<file path="src/rtl/tlc_pkg.sv">
// Shared types and constants for the intersection phase scheduler:
// phase codes, one-hot light encodings, grant type and light decode helpers.
package tlc_pkg;

  typedef enum logic [2:0] {
    HWY_GREEN   = 3'd0,
    HWY_YELLOW  = 3'd1,
    ALL_RED     = 3'd2,
    FARM_GREEN  = 3'd3,
    FARM_YELLOW = 3'd4,
    WALK        = 3'd5
  } phase_t;

  typedef enum logic [1:0] {
    GRANT_HWY  = 2'd0,
    GRANT_FARM = 2'd1,
    GRANT_PED  = 2'd2
  } grant_t;

  localparam logic [2:0] RED = 3'b100;
  localparam logic [2:0] YEL = 3'b010;
  localparam logic [2:0] GRN = 3'b001;

  function automatic logic [2:0] hwy_light_of(input phase_t p);
    case (p)
      HWY_GREEN:  return GRN;
      HWY_YELLOW: return YEL;
      default:    return RED;
    endcase
  endfunction

  function automatic logic [2:0] farm_light_of(input phase_t p);
    case (p)
      FARM_GREEN:  return GRN;
      FARM_YELLOW: return YEL;
      default:     return RED;
    endcase
  endfunction

endpackage

</file>
<file path="src/rtl/tlc_phase_scheduler_if.sv">
// Request inputs and light/phase outputs of the phase scheduler.
// The scheduler uses the slave view; the environment drives through master.
interface tlc_phase_scheduler_if;
  logic       farm_req;
  logic       ped_req;
  logic       emg;
  logic [2:0] hwy_light;
  logic [2:0] farm_light;
  logic       walk;
  logic [2:0] phase;
  logic       farm_ack;
  logic       ped_ack;

  modport master (
    output farm_req, ped_req, emg,
    input  hwy_light, farm_light, walk, phase, farm_ack, ped_ack
  );

  modport slave (
    input  farm_req, ped_req, emg,
    output hwy_light, farm_light, walk, phase, farm_ack, ped_ack
  );
endinterface

</file>
<file path="src/rtl/tlc_tick_prescaler.sv">
// Divides clk into one-cycle timing ticks; clr restarts the count so every
// phase starts on a fresh tick boundary.
module tlc_tick_prescaler #(
  parameter int TICK_DIV = 4
) (
  input  logic clk,
  input  logic rst,
  input  logic clr,
  output logic tick
);

  logic [15:0] count_r;

  assign tick = (count_r == 16'(TICK_DIV - 1));

  // Prescale counter: wraps on tick, restarts on phase entry
  always_ff @(posedge clk) begin
    if (rst) begin
      count_r <= 16'd0;
    end else if (clr || tick) begin
      count_r <= 16'd0;
    end else begin
      count_r <= count_r + 16'd1;
    end
  end

endmodule

</file>
<file path="src/rtl/tlc_phase_scheduler.sv">
// Highway/farm-road phase scheduler: phase FSM, per-phase down-counter,
// request pending/arbitration and emergency preempt back to the highway.
module tlc_phase_scheduler
  import tlc_pkg::*;
#(
  parameter int TICK_DIV = 4,
  parameter int T_HG     = 3,
  parameter int T_Y      = 2,
  parameter int T_AR     = 1,
  parameter int T_FG     = 5,
  parameter int T_WALK   = 4
) (
  input logic                  clk,
  input logic                  rst,
  tlc_phase_scheduler_if.slave bus
);

  phase_t     phase_r, phase_s;
  grant_t     dest_r, dest_s, grant_s, last_grant_r;
  logic [7:0] timer_r;
  logic       mg_done_r, farm_pend_r, ped_pend_r;
  logic       farm_ack_r, ped_ack_r, walk_r;
  logic [2:0] hwy_light_r, farm_light_r;
  logic       tick_s, expire_s, enter_s;

  function automatic logic [7:0] load_of(input phase_t p);
    case (p)
      HWY_YELLOW, FARM_YELLOW: return 8'(T_Y - 1);
      ALL_RED:                 return 8'(T_AR - 1);
      FARM_GREEN:              return 8'(T_FG - 1);
      WALK:                    return 8'(T_WALK - 1);
      default:                 return 8'(T_HG - 1);
    endcase
  endfunction

  tlc_tick_prescaler #(.TICK_DIV(TICK_DIV)) u_prescaler (
    .clk  (clk),
    .rst  (rst),
    .clr  (enter_s),
    .tick (tick_s)
  );

  assign expire_s = tick_s && (timer_r == 8'd0);
  assign enter_s  = (phase_s != phase_r);

  // Arbitration: on a tie, serve whichever side was not granted last
  always_comb begin
    grant_s = GRANT_HWY;
    if (farm_pend_r && ped_pend_r) begin
      grant_s = (last_grant_r == GRANT_FARM) ? GRANT_PED : GRANT_FARM;
    end else if (farm_pend_r) begin
      grant_s = GRANT_FARM;
    end else if (ped_pend_r) begin
      grant_s = GRANT_PED;
    end else begin
      grant_s = GRANT_HWY;
    end
  end

  // Next phase and destination; emg only ever shortens green or walk
  always_comb begin
    phase_s = phase_r;
    dest_s  = dest_r;
    case (phase_r)
      HWY_GREEN: begin
        if ((mg_done_r || expire_s) && (farm_pend_r || ped_pend_r) && !bus.emg) begin
          phase_s = HWY_YELLOW;
          dest_s  = grant_s;
        end else begin
          phase_s = HWY_GREEN;
        end
      end
      HWY_YELLOW: begin
        if (bus.emg) begin
          dest_s = GRANT_HWY;
        end else begin
          dest_s = dest_r;
        end
        if (expire_s) begin
          phase_s = ALL_RED;
        end else begin
          phase_s = HWY_YELLOW;
        end
      end
      ALL_RED: begin
        if (expire_s) begin
          dest_s = GRANT_HWY;
          case (dest_r)
            GRANT_FARM: phase_s = FARM_GREEN;
            GRANT_PED:  phase_s = WALK;
            default:    phase_s = HWY_GREEN;
          endcase
        end else begin
          phase_s = ALL_RED;
        end
      end
      FARM_GREEN: begin
        if (expire_s || bus.emg) begin
          phase_s = FARM_YELLOW;
          dest_s  = GRANT_HWY;
        end else begin
          phase_s = FARM_GREEN;
        end
      end
      FARM_YELLOW: begin
        if (expire_s) begin
          phase_s = ALL_RED;
        end else begin
          phase_s = FARM_YELLOW;
        end
      end
      WALK: begin
        if (expire_s || bus.emg) begin
          phase_s = ALL_RED;
          dest_s  = GRANT_HWY;
        end else begin
          phase_s = WALK;
        end
      end
      default: begin
        phase_s = HWY_GREEN;
        dest_s  = GRANT_HWY;
      end
    endcase
  end

  // State, timer, pending flags and registered lamp outputs
  always_ff @(posedge clk) begin
    if (rst) begin
      phase_r      <= HWY_GREEN;
      dest_r       <= GRANT_HWY;
      last_grant_r <= GRANT_PED;
      timer_r      <= 8'(T_HG - 1);
      mg_done_r    <= 1'b0;
      farm_pend_r  <= 1'b0;
      ped_pend_r   <= 1'b0;
      farm_ack_r   <= 1'b0;
      ped_ack_r    <= 1'b0;
      walk_r       <= 1'b0;
      hwy_light_r  <= GRN;
      farm_light_r <= RED;
    end else begin
      phase_r <= phase_s;
      dest_r  <= dest_s;
      if (enter_s) begin
        timer_r <= load_of(phase_s);
      end else if (tick_s && (timer_r != 8'd0)) begin
        timer_r <= timer_r - 8'd1;
      end
      if (enter_s) begin
        mg_done_r <= 1'b0;
      end else if ((phase_r == HWY_GREEN) && expire_s) begin
        mg_done_r <= 1'b1;
      end
      // The ack flags mark the service entry cycle; clearing there beats a set
      farm_pend_r <= farm_ack_r ? 1'b0 : (farm_pend_r | bus.farm_req);
      ped_pend_r  <= ped_ack_r  ? 1'b0 : (ped_pend_r  | bus.ped_req);
      if (farm_ack_r) begin
        last_grant_r <= GRANT_FARM;
      end else if (ped_ack_r) begin
        last_grant_r <= GRANT_PED;
      end
      farm_ack_r   <= enter_s && (phase_s == FARM_GREEN);
      ped_ack_r    <= enter_s && (phase_s == WALK);
      walk_r       <= (phase_s == WALK);
      hwy_light_r  <= hwy_light_of(phase_s);
      farm_light_r <= farm_light_of(phase_s);
    end
  end

  assign bus.phase      = phase_r;
  assign bus.hwy_light  = hwy_light_r;
  assign bus.farm_light = farm_light_r;
  assign bus.walk       = walk_r;
  assign bus.farm_ack   = farm_ack_r;
  assign bus.ped_ack    = ped_ack_r;

endmodule

</file>
<file path="src/flat_wrapper.sv">
// flat-port wrapper written by rule: the top's interface ports become plain ports
module tlc_phase_scheduler_flat import tlc_pkg::*;
#(
  parameter int TICK_DIV = 4,
  parameter int T_HG     = 3,
  parameter int T_Y      = 2,
  parameter int T_AR     = 1,
  parameter int T_FG     = 5,
  parameter int T_WALK   = 4
)
  (clk, rst, bus_farm_req, bus_ped_req, bus_emg, bus_hwy_light, bus_farm_light, bus_walk, bus_phase, bus_farm_ack, bus_ped_ack);
  tlc_phase_scheduler_if bus_i ();
  input logic clk;
  input logic rst;
  input wire logic [$bits(bus_i.farm_req)-1:0] bus_farm_req;
  input wire logic [$bits(bus_i.ped_req)-1:0] bus_ped_req;
  input wire logic [$bits(bus_i.emg)-1:0] bus_emg;
  output wire logic [$bits(bus_i.hwy_light)-1:0] bus_hwy_light;
  output wire logic [$bits(bus_i.farm_light)-1:0] bus_farm_light;
  output wire logic [$bits(bus_i.walk)-1:0] bus_walk;
  output wire logic [$bits(bus_i.phase)-1:0] bus_phase;
  output wire logic [$bits(bus_i.farm_ack)-1:0] bus_farm_ack;
  output wire logic [$bits(bus_i.ped_ack)-1:0] bus_ped_ack;
  assign bus_i.farm_req = bus_farm_req;
  assign bus_i.ped_req = bus_ped_req;
  assign bus_i.emg = bus_emg;
  assign bus_hwy_light = bus_i.hwy_light;
  assign bus_farm_light = bus_i.farm_light;
  assign bus_walk = bus_i.walk;
  assign bus_phase = bus_i.phase;
  assign bus_farm_ack = bus_i.farm_ack;
  assign bus_ped_ack = bus_i.ped_ack;
  tlc_phase_scheduler #(.TICK_DIV(TICK_DIV), .T_HG(T_HG), .T_Y(T_Y), .T_AR(T_AR), .T_FG(T_FG), .T_WALK(T_WALK)) u_core (.clk(clk), .rst(rst), .bus(bus_i));
endmodule
</file>
<file path="config.mk">
export PLATFORM = sky130hd
export DESIGN_NAME = tlc_phase_scheduler_flat
export DESIGN_NICKNAME = d
export VERILOG_FILES = /design/src/rtl/tlc_pkg.sv /design/src/rtl/tlc_phase_scheduler_if.sv /design/src/rtl/tlc_tick_prescaler.sv /design/src/rtl/tlc_phase_scheduler.sv /design/src/flat_wrapper.sv
export SDC_FILE = /design/constraint.sdc
export NUM_CORES = 1
export LEC_CHECK = 0
export CAP_MARGIN = 20
export CORE_AREA = 8 8 66 68
export CTS_BUF_LIST = sky130_fd_sc_hd__clkbuf_4 sky130_fd_sc_hd__clkbuf_8
export CTS_CLUSTER_DIAMETER = 150
export DETAILED_ROUTE_END_ITERATION = 12
export DIE_AREA = 0 0 74 76
export MAX_ROUTING_LAYER = met4
export PLACE_DENSITY = 0.93
export SYNTH_ARGS = -nofsm -noshare
export SYNTH_HDL_FRONTEND = slang
export SYNTH_SLANG_ARGS = --single-unit
export TNS_END_PERCENT = 100
</file>
<file path="constraint.sdc">
create_clock -name clk -period 4.7 [get_ports clk]
set_clock_uncertainty 0.15 [all_clocks]
set_input_delay 1.41 -clock clk [delete_from_list [all_inputs] [get_ports clk]]
set_output_delay 1.41 -clock clk [all_outputs]
set_load 0.02 [all_outputs]
</file>
# Word-level counts from Yosys, hierarchy flattened
# Cells that the tools add are included.
[classes]
add_sub_neg = 2
multipliers = 0
n_div = 0
magnitude_cmp = 0
n_eq_ne = 19
n_shift = 0
muxes = 24
n_bitwise = 3
reduce_logical = 26
[op_table]
columns = ["operator", "count"]
rows = [
  ["$mux W2", 11],
  ["$pmux W3 S2", 3],
  ["$pmux W3 S6", 1],
  ["$add A16 B1 Y16 const B", 1],
  ["$eq A16 B2 Y1 const B", 1],
  ["$mux W8", 2],
  ["$eq A3 B2 Y1 const B", 4],
  ["$eq A3 B3 Y1 const B", 4],
  ["$mux W3", 4],
  ["$pmux W3 S4", 1],
  ["$reduce_or A2 Y1", 6],
  ["$pmux W2 S5", 1],
  ["$logic_and A1 B1 Y1", 8],
  ["$logic_not A8 Y1", 1],
  ["$reduce_bool A8 Y1", 1],
  ["$sub A8 B1 Y8 const B", 1],
  ["$eq A3 B1 Y1 const B", 2],
  ["$logic_not A3 Y1", 2],
  ["$ne A2 B1 Y1 const B", 3],
  ["$reduce_and A5 Y1", 1],
  ["$eq A2 B1 Y1 const B", 2],
  ["$logic_or A1 B1 Y1", 4],
  ["$reduce_bool A2 Y1", 2],
  ["$ne A3 B3 Y1", 1],
  ["other kinds (6)", 7],
]
[totals]
ff_bits = 43
latch_bits = 0
ram_bits = 0
mem_bits_ro = 0
output_inout_bits = 12
mem_count = 0

# Logic depth before layout (Yosys ltp)
[depth]
ltp_word = 11
depth_mapped = 10
mapped_depth_nobuf = 8

# By module
# Synthesis repeated with hierarchy kept, for this count alone.
[unflattened]
hier_cells = 229
area_unflattened_um2 = 2128.3
[by_module_without_submodules]
columns = ["module", "n_inst", "cells_per_inst", "area_per_inst_um2", "seq_area_each_um2"]
rows = [
  ["tlc_phase_scheduler", 1, 147, 1330.0, 540.5],
  ["tlc_tick_prescaler", 1, 82, 798.3, 320.3],
]

# Worst setup path after synthesis
# Ideal clock, no wire load.
[synth_path]
path_kind = "input to register"
from = "input port bus_emg"
to = "register u_core.u_prescaler.count_r[10]"
setup_time_ps = 117
arrival_ps = 2648
required_ps = 4433
setup_slack_ps = 1785
path_stages = 8
path_buffers = 2
cell_sequence = "nor3b_1 nand2_1 a21oi_1 o22ai_1 nand4bb_1 clkbuf_2 buf_2 nor2_1"
[synth_via]
elab_chain_cells = 7
[synth_rtl]
columns = ["element", "line_no", "rtl"]
rows = [
  ["start, declared", "flat_wrapper.sv:17", "input wire logic [$bits(bus_i.emg)-1:0] bus_emg;"],
  ["$logic_not A1 Y1", "tlc_phase_scheduler.sv:66", "if ((mg_done_r || expire_s) && (farm_pend_r || ped_pend_r) && !bus.emg) begin"],
  ["$logic_and A1 B1 Y1", "tlc_phase_scheduler.sv:66", ""],
  ["$mux W1", "tlc_phase_scheduler.sv:66", ""],
  ["$pmux W3 S6 *", "tlc_phase_scheduler.sv:64", "case (phase_r)"],
  ["$ne A3 B3 Y1 *", "tlc_phase_scheduler.sv:44", "assign enter_s = (phase_s != phase_r);"],
  ["$logic_or A1 B1 Y1 *", "tlc_tick_prescaler.sv:20", "end else if (clr || tick) begin"],
  ["$reduce_or A2 Y1 (no line) *", "--", ""],
  ["end signal, assigned", "tlc_tick_prescaler.sv:23", "count_r <= count_r + 16'd1;"],
  ["end, declared", "tlc_tick_prescaler.sv:12", "logic [15:0] count_r;"],
]
# Every way passes the cells marked *; elsewhere a longest branch is shown, timed or not.
# A chain may end at the register's enable or synchronous reset.

# Worst setup path after layout
# Same ends and word-level chain as after synthesis.

==> results.yml <==
detailed_routing:
  wirelength_um: 3940
  postRouteAntennaNets: 0
  drt_pass1_iterations: 4
  vias_per_cell: 5.486
  drt-wirelength-per-cell_um: 13.40
  first_iter_violations: 104
  drc_errors: 0
  dr_total_vias: 1613
synth:
  synth_ff_type: "dfxtp_1"
  syn_area_um2: 2016
  yosysWarnings: 0
  syn_nets: 239
  yosysSeqAreaShare: 0.4271
  ys_async_sr_fraction: 0
  synth.avg_cell_area_um2: 8.802
  ys_ff_latch: 43
  syn_inst: 229
  yosysUniqueCellTypes: 47
  synth_edf_count: 0
setup_path:
  arrival_ns: 3.49
  r2r.worst_path.cells: 8
  slowest_stage: "nand4bb_1"
  cp_top_family: "simple AND/OR/NAND/NOR gates"
  crit_top_cell: "nor2_1"
  cp_slowest_stage_delay_ns: 0.59
  path_depth: 7
  crit_type: "in -> reg"
  critPathMaxFanout: 16
  crit_buf_inv: 1
  cp-end-kind: "flip-flop"
  start_kind: "input port"
  worstPathRequired_ns: 4.83
  worstPathCellList: "clkdlybuf4s50_1, nor3b_1, nor2_1, a21oi_1, o22ai_1, nand4bb_1, nor2_1"
min_path:
  hold_path.class: "reg -> reg"
  holdPathStages: 1
placed_design:
  portBuffers: 16
  dp_cells: 286
  hpwl_um: 2951
  place.gp.congestion: 0.8700
timing:
  drv_slew: 0
  rsz0062_at_grt: "no"
  period_needed_ns: 3.367
  tightest_slew_ns: 0.6295
  setup_tns_ns: 0
  finalSetupViolCount: 0
  min_period_over_period: 0.7164
  max_clock_freq_ghz: 0.2970
  hold_viol: 0
  worst_slew_margin_rel: 0.5779
grt:
  antenna_found_initial: 0
  use_met3: 0.04079
  gr-total-overflow: 0
  grt_use_total: 0.1540
  grt_pass1_wl_um: 6789
  grt_pass1_vias: 1582
  use_met2: 0.2632
  grt-busiest-layer: "met2"
  grt_max_degree: 17
  grtUsageMet1: 0.1610
floorplan:
  core-area_um2: 3441
  rows: 22
  fp.dieArea_um2: 5624
  fp.dieH_um: 76
  io_pins: 17
  start_util: 0.5858
  die_w_um: 74
layout:
  num_antenna_cells: 0
  stdcell_count: 294
  final_util: 0.6673
  nets: 255
  syn_to_final_growth_pct: 13.90
  layout-drive-gt1-share: 0.08943
clocking:
  cts_max_level: 2
  cts_hold_buf: 0
  clkSinkCount: 43
  cts_inserted_buffers: 5
  cts_resized: 0
  clockBufferDepth: 2
  clockRootBuffer: "clkbuf_4"
  post_cts.repair.setup_buffers: 0
  clock_latency_ns: 0.36
  cts_tree: "built"
  clk_pin_slew_ns: 0.13
power:
  seqPwrFrac: 0.569
  clock_power_share: 0.371
  power.density_nw_per_um2: 289.3
  p_leak_nw: 0.8201
  power.switching_mw: 0.1481
  p_comb_frac: 0.060
  intPower_mw: 0.5160
  p_sw_frac: 0.2230
  p_total_mw: 0.6641
  max-vdd-ir-drop_mv: 0.2440
outcome:
  status: "completed"
job:
  max_cap_viol_count: 0
-- layout by cell type (no fill, tap or decap), types with 2 or more instances in the layout --
cell and count:
clkdlybuf4s50_1 16, xor2_1 13, nand3_1 9, o22ai_1 2, xnor2_1 7, a21oi_1 8, nor3_4 2, nor3b_1 3
a21boi_0 2, o21ai_0 8, and3_1 4, inv_1 11, a32oi_1 2, nand2_1 15, nor2_1 41, and2_1 2
nor4_1 4, nor3_1 8, ha_1 5, nand4_1 3, clkbuf_4 5, nand3b_1 3, o31ai_1 2, o21a_1 4
dfxtp_1 43
-- Yosys cell counts (2+ instances only) --
cell type | instances | share of area
a32oi_1 | 2 | 0.0087
nor2_1 | 41 | 0.076
a21oi_1 | 8 | 0.020
xnor2_1 | 7 | 0.030
nor3_1 | 8 | 0.020
nand3_1 | 9 | 0.022
ha_1 | 5 | 0.031
nand4_1 | 3 | 0.0093
clkbuf_1 | 4 | 0.0074
inv_1 | 11 | 0.020
and2_1 | 2 | 0.0062
o21a_1 | 4 | 0.015
nand2_1 | 15 | 0.028
buf_2 | 2 | 0.0050
nand3b_1 | 3 | 0.011
nor4_1 | 4 | 0.012
a21boi_0 | 2 | 0.0074
o31ai_1 | 2 | 0.0074
o22ai_1 | 2 | 0.0062
and3_1 | 4 | 0.012
o21ai_0 | 8 | 0.020
nor3b_1 | 3 | 0.011
nor3_4 | 2 | 0.016
xor2_1 | 13 | 0.056
dfxtp_1 | 43 | 0.43
-- power groups by stage --
stage / sequential, mW / combinational [mW] / clock (mW)
3_5_place_dp: 0.386 / 0.0398 / 0
6_report: 0.378 / 0.0396 / 0.246
2_1_floorplan: 0.385 / 0.0310 / 0
5_1_grt: 0.380 / 0.0445 / 0.270
3_3_place_gp: 0.386 / 0.0385 / 0
4_1_cts: 0.378 / 0.0398 / 0.255
-- final timing paths --
path                                                     from                        endpoint  slack [ns]
worst max-delay path                                  bus_emg  u_core.u_prescaler.count_r[10]        1.33
worst min-delay path            u_core.u_prescaler.count_r[0]   u_core.u_prescaler.count_r[0]        0.35
worst max register to register  u_core.u_prescaler.count_r[0]  u_core.u_prescaler.count_r[10]        1.90
worst min register to register  u_core.u_prescaler.count_r[0]   u_core.u_prescaler.count_r[0]        0.35
-- worst register-to-register path, cell delays in order, from the launching register on --
cell and delay, ns:
dfxtp_1 0.41, ha_1 0.24, nor4b_2 0.21, nand2_1 0.23, nor3_4 0.40, nand2_1 0.12
o21a_1 0.28, nand4bb_1 0.50, nor2_1 0.11
-- final cells by class --
class,count,area (um^2)
Fill cell,276,1145
Multi-Input combinational cell,168,1084
Sequential cell,43,860.8
Timing Repair Buffer,16,160.2
Tap cell,48,60.06
Clock buffer,6,51.30
Inverter,11,41.29
Clock inverter,2,38.79
-- routing by layer --
metal,vias to the layer above,share of wire
met5,-,0
met4,0,0.014
met3,8,0.049
met2,42,0.52
met1,739,0.42
li1,824,-
-- cells by family after synthesis --
kind of cell	Yosys count	share of synthesized area
compound gates	34	0.1124
xor+xnor	20	0.08690
fa+ha+maj	5	0.03104
buf+inv	18	0.03538
flops	43	0.4271
mux	2	0.01303
simple gates	107	0.2942
-- registers in the layout, indices dropped and copies added (netlist names) --
register	cells
u_core.u_prescaler.count_r	16
u_core.timer_r	8
u_core.bus.farm_light	3
u_core.bus.hwy_light	3
u_core.bus.phase	3
u_core.dest_r	2
u_core.last_grant_r	2
u_core.bus.farm_ack	1
u_core.bus.ped_ack	1
u_core.bus.walk	1
u_core.farm_pend_r	1
u_core.mg_done_r	1
u_core.ped_pend_r	1
-- through the flow --
stage	cell area (um^2)	hold slack, ns	setup WS, ns
after floorplan	2016	0.2914	1.785
after CTS	2296	0.3613	1.325
after global routing	2296	0.3853	1.108
after detailed placement	2206	0.3374	0.9416
after global placement	2206	0.3021	1.072
final	2296	0.3525	1.333
Power figures use the tool's default switching activity.
